File: src/rtl/uart_tx_cfg.sv
// UART transmitter with a one-entry holding register and an internal baud counter.
// Frame format (data width, parity, stop bits) is fixed by parameters.
module uart_tx_cfg #(
    parameter int CLKS_PER_BIT = 868,
    parameter int DATA_BITS    = 8,
    parameter int PARITY       = 0,
    parameter int STOP_BITS    = 1
) (
    input  logic                 clk,
    input  logic                 rst,
    input  logic                 s_valid,
    output logic                 s_ready,
    input  logic [DATA_BITS-1:0] s_data,
    output logic                 tx,
    output logic                 busy
);

    localparam int CW = (CLKS_PER_BIT > 1) ? $clog2(CLKS_PER_BIT) : 1;
    localparam int BW = (DATA_BITS > 1) ? $clog2(DATA_BITS) : 1;
    localparam logic [CW-1:0] LAST_CNT  = CW'(CLKS_PER_BIT - 1);
    localparam logic [BW-1:0] LAST_BIT  = BW'(DATA_BITS - 1);
    localparam logic [BW-1:0] LAST_STOP = BW'(STOP_BITS - 1);
    localparam logic          PAR_ODD   = (PARITY == 2);

    generate
        if (CLKS_PER_BIT < 2 || DATA_BITS < 5 || DATA_BITS > 9 ||
            PARITY < 0 || PARITY > 2 ||
            (STOP_BITS != 1 && STOP_BITS != 2)) begin : g_bad_param
            $error("uart_tx_cfg: illegal parameter value");
        end
    endgenerate

    typedef enum logic [2:0] {
        IDLE,
        START,
        DATA,
        PAR,
        STOP
    } state_t;

    state_t               state, state_n;
    logic [CW-1:0]        baud_cnt, baud_n;
    logic [BW-1:0]        bit_cnt, bit_n;
    logic [DATA_BITS-1:0] shift_reg, shift_n;
    logic [DATA_BITS-1:0] hold_data, hold_data_n;
    logic                 hold_valid, hold_valid_n;
    logic                 par_bit, par_n;
    logic                 tx_n, busy_n, ready_n;
    logic                 tick, load;

    always_ff @(posedge clk or posedge rst) begin
        if (rst) begin
            state      <= IDLE;
            baud_cnt   <= '0;
            bit_cnt    <= '0;
            shift_reg  <= '0;
            hold_data  <= '0;
            hold_valid <= 1'b0;
            par_bit    <= 1'b0;
            tx         <= 1'b1;
            busy       <= 1'b0;
            s_ready    <= 1'b1;
        end else begin
            state      <= state_n;
            baud_cnt   <= baud_n;
            bit_cnt    <= bit_n;
            shift_reg  <= shift_n;
            hold_data  <= hold_data_n;
            hold_valid <= hold_valid_n;
            par_bit    <= par_n;
            tx         <= tx_n;
            busy       <= busy_n;
            s_ready    <= ready_n;
        end
    end

    always_comb begin
        state_n      = state;
        baud_n       = baud_cnt;
        bit_n        = bit_cnt;
        shift_n      = shift_reg;
        hold_data_n  = hold_data;
        hold_valid_n = hold_valid;
        par_n        = par_bit;
        tx_n         = tx;
        load         = 1'b0;
        tick         = (baud_cnt == LAST_CNT);

        if (state != IDLE) begin
            baud_n = tick ? '0 : baud_cnt + 1'b1;
        end

        unique case (state)
            IDLE: begin
                baud_n = '0;
                if (hold_valid) load = 1'b1;
            end
            START: begin
                if (tick) begin
                    tx_n    = shift_reg[0];
                    shift_n = shift_reg >> 1;
                    bit_n   = '0;
                    state_n = DATA;
                end
            end
            DATA: begin
                if (tick) begin
                    if (bit_cnt == LAST_BIT) begin
                        bit_n = '0;
                        if (PARITY != 0) begin
                            state_n = PAR;
                            tx_n    = par_bit;
                        end else begin
                            state_n = STOP;
                            tx_n    = 1'b1;
                        end
                    end else begin
                        tx_n    = shift_reg[0];
                        shift_n = shift_reg >> 1;
                        bit_n   = bit_cnt + 1'b1;
                    end
                end
            end
            PAR: begin
                if (tick) begin
                    state_n = STOP;
                    tx_n    = 1'b1;
                    bit_n   = '0;
                end
            end
            STOP: begin
                if (tick) begin
                    if (bit_cnt == LAST_STOP) begin
                        bit_n = '0;
                        if (hold_valid) load = 1'b1;
                        else state_n = IDLE;
                    end else begin
                        bit_n = bit_cnt + 1'b1;
                    end
                end
            end
            default: state_n = IDLE;
        endcase

        // Holding register feeds the shifter; parity comes from the loaded word.
        if (load) begin
            state_n      = START;
            tx_n         = 1'b0;
            baud_n       = '0;
            bit_n        = '0;
            shift_n      = hold_data;
            par_n        = (^hold_data) ^ PAR_ODD;
            hold_valid_n = 1'b0;
        end

        if (s_valid && s_ready) begin
            hold_data_n  = s_data;
            hold_valid_n = 1'b1;
        end

        busy_n  = (state_n != IDLE) || hold_valid_n;
        ready_n = !hold_valid_n;
    end

endmodule

File: config.mk
export PLATFORM = sky130hd
export DESIGN_NAME = uart_tx_cfg
export DESIGN_NICKNAME = d
export VERILOG_FILES = /design/src/rtl/uart_tx_cfg.sv
export SDC_FILE = /design/constraint.sdc
export NUM_CORES = 1
export LEC_CHECK = 0
export ABC_AREA = 1
export CAP_MARGIN = 20
export CORE_MARGIN = 5
export CORE_UTILIZATION = 50
export DETAILED_ROUTE_END_ITERATION = 10
export PLACE_DENSITY_LB_ADDON = 0.2
export RECOVER_POWER = 25
export SLEW_MARGIN = 15
export SYNTH_ARGS = -nofsm -noshare
export SYNTH_HDL_FRONTEND = slang
export SYNTH_SLANG_ARGS = --single-unit
File: constraint.sdc
create_clock -name clk -period 1.46 [get_ports clk]
set_input_delay 0.292 -clock clk [delete_from_list [all_inputs] [get_ports clk]]
set_output_delay 0.292 -clock clk [all_outputs]
set_load 0.02 [all_outputs]
==> run summary <==
Mapped Area: 1850 um^2
die area: 5010 um^2
crit path cell chain: inv_2 -> ha_4 -> inv_2 -> nor2_4 -> nand3_2 -> nor2_4 -> nand2_4 -> buf_6 -> nand3_1 -> nand2_1 -> nand2_1 -> nand2_1
P&R area growth vs syn: 33.8%
Post-synth EDFFs: 0
Clk network pwr share: 36.5%
worst endpoint required time: 1.64 ns
max frequency: 658 MHz
Pleak: 1.27 nW
Initial Util: 51.2%
area leader, netlist: dfrtp_1
Slew @ Worst Pin: 0.878 ns
combinational share of power: 7.5%
area of the multi-input gates: 948 um^2
Core ar.: 3610 um^2
maximum vdd ir drop: 0.782 mV
Routed Antenna Nets: 0
# H-tree levels: 2
Ys Warns: 0
Final HPWL DP: 2550 um
DRC: 0
Largest register FFs: 10
die width: 70.8 um
largest net degree at the start of global routing: 37
Buf+Inv Stages, Crit Path: 3
Yosys reg bits: 36
Routability Congestion: 0.821
RSZ-0062 raised after global routing: true
Layout fillers: 286
switching power share of the total: 22.7%
total CTS buffers: 5
status: finished with violations
CP Class: reg -> reg
Mapped Cells: 217
max-cap violation count: 0
Port Buf Inserts: 13
sw power: 0.454 mW
post-synthesis sequential area ratio: 48.9%
minimum clock period: 1.52 ns
synth cell count leaders: 62 x nand2_1, 34 x dfrtp_1, 27 x nor2_1
FF/Latch Area: 903 um^2
CTS root buf: clkbuf_8
Layout Skew: 0.00506 ns
Sink Count: 36
Mean Syn Cell Area: 8.51 um^2
Final Cell Area: 2470 um^2
Yosys top cell area share: 46.1%
critical path's slowest cell: dfrtp_1
most common cell in the synthesized netlist: nand2_1
CP peak stage delay: 0.39 ns
PD cells: 811 nW/um^2
GRT Residual Overflow: 0
Synth Net Count: 232
Synth async-reset ratio: 100%
final setup violation count: 10
Vias: 1514
hold buffers post-CTS: 0
crit share post-route: 104%
WL final: 3660 um
Fin Setup TNS: -0.340 ns
Die Ht: 70.8 um
CTS clk-pin slew, worst paths: 0.07 ns
antenna violations before repair: 0
worst setup slack after layout: -0.0599 ns
Ports: 14
CP Max Fanout: 7
CP Capture Type: flop
Distinct cells, synth: 29
failing checks: negative setup slack
vias in the first global route: 1487
TritonCTS clock tree: built
Hold Crit Class: reg -> reg
share of layout cells above drive strength 1: 33.2%
Vias/cell: 4.84
leading post-synthesis cells by cell area: dfrtp_1 46%, nand2_1 13%, nor2_1 5.5%, inv_1 4.9%, mux2_2 4.3%
row count: 22
1st-pass router iterations: 4
Seq pwr share: 56.0%
Critical Path Most Common Cell: nand2_1
Place WS: -0.186 ns
worst skew pair latency: 0.29 ns
Critical Path AT: 1.70 ns
Placed Area: 2240 um^2
clk buf depth: 2
Hold Violations, Final: 0
fin nets: 279
Tot Pwr: 2.00 mW
fin. max-slew vios: 0
ys flop type: dfrtp_1
number of diodes: 0
slew margin rel.: 41.5%
Total GRT Usage: 15.4%
mean routed wirelength per cell: 11.7 um
Int Pwr: 1.55 mW
CP top delay family: simple AND/OR/NAND/NOR gates
first-pass GRT wire length: 6140 um
Worst Setup Start Kind: flop
first-iteration detailed-routing DRC count: 59
-- per-stage QoR --
step | instances | utilization [%] | hold slack (ns)
final | 313 | 68.5 | 0.477
after global routing | 313 | 68.5 | 0.499
after CTS | 311 | 66.8 | 0.367
after detailed placement | 301 | 62.0 | 0.472
after global placement | 301 | 62.0 | 0.464
after floorplan | 217 | - | 0.443
-- cell usage in the layout, fill, tap and decap left out, types with 2 or more instances in the layout --
cell,Yosys,layout
xnor2_1,3,3
nor2_1,27,22
nand3_4,0,2
buf_4,0,22
nor2_2,1,3
xor2_1,2,2
nand3_1,15,8
nand4_1,3,3
clkbuf_8,0,6
dfstp_2,2,2
o21ai_0,4,2
buf_6,1,3
clkdlybuf4s15_1,0,2
ha_1,4,2
nand2_4,2,4
o21ai_1,3,4
clkinv_2,1,3
a21oi_1,3,3
nand2_2,4,6
nand2_1,62,59
inv_1,24,19
clkdlybuf4s50_1,0,9
nand3_2,3,8
inv_2,2,6
nor2_4,3,6
mux2_2,7,7
dfrtp_1,34,34
-- worst paths after layout --
path | start | to | slack, ns | cells after the start
max in group asynchronous | rst | hold_data[7] | 0.20 | 3
max reg2reg | bit_cnt[0] | shift_reg[4] | -0.06 | 12
min in group asynchronous | rst | shift_reg[1] | 0.72 | 3
min reg2reg | tx | tx | 0.48 | 2
min | tx | tx | 0.48 | 2
max | bit_cnt[0] | shift_reg[4] | -0.06 | 12
-- cells by family after synthesis --
kind of cell	share of synthesized area (%)
AND/OR/NAND/NOR	30.9
flip-flops	48.9
buffers and inverters	6.50
AO/OA/AOI/OAI	4.34
multiplexers	4.27
XOR/XNOR	2.37
adder cells (fa/ha/maj)	2.71
-- worst register-to-register path, cell delays in order (launching register included) --
cell     delay (ns)
dfrtp_1        0.39
inv_2          0.08
ha_4           0.13
inv_2          0.04
nor2_4         0.08
nand3_2        0.10
nor2_4         0.12
nand2_4        0.11
buf_6          0.16
nand3_1        0.06
nand2_1        0.05
nand2_1        0.06
nand2_1        0.05
-- layer usage --
layer | GRT usage, % | share of wire [%] | vias up
met5 | 0 | 0 | -
met4 | 6.68 | 2.3 | 0
met3 | 3.55 | 3.5 | 9
met2 | 26.6 | 49 | 30
met1 | 18.4 | 45 | 697
li1 | - | - | 778
-- what timing repair did --
action,in CTS,in global routing
gates resized for setup,22,19
cloned,0,1
endpoints found under the setup margin,25,25
pin swaps,3,7
buffers inserted,2,1
endpoints found under the hold margin,0,0
-- power by group through the flow --
stage,Sequential (mW),Combinational [mW],Clock [mW]
finish,1.12,0.150,0.732
global route,1.13,0.172,0.808
CTS,1.12,0.159,0.753
detailed placement,1.14,0.160,0
global placement,1.14,0.156,0
floorplan,1.14,0.0990,0
-- area by class of cell --
type	count	area share, %
Multi-Input combinational cell	153	38.4
Sequential cell	36	36.6
Timing Repair Buffer	40	14.3
Inverter	28	4.61
Clock buffer	6	3.34
Tap cell	48	2.43
Clock inverter	2	0.405
(Power assumes the default switching activity.)
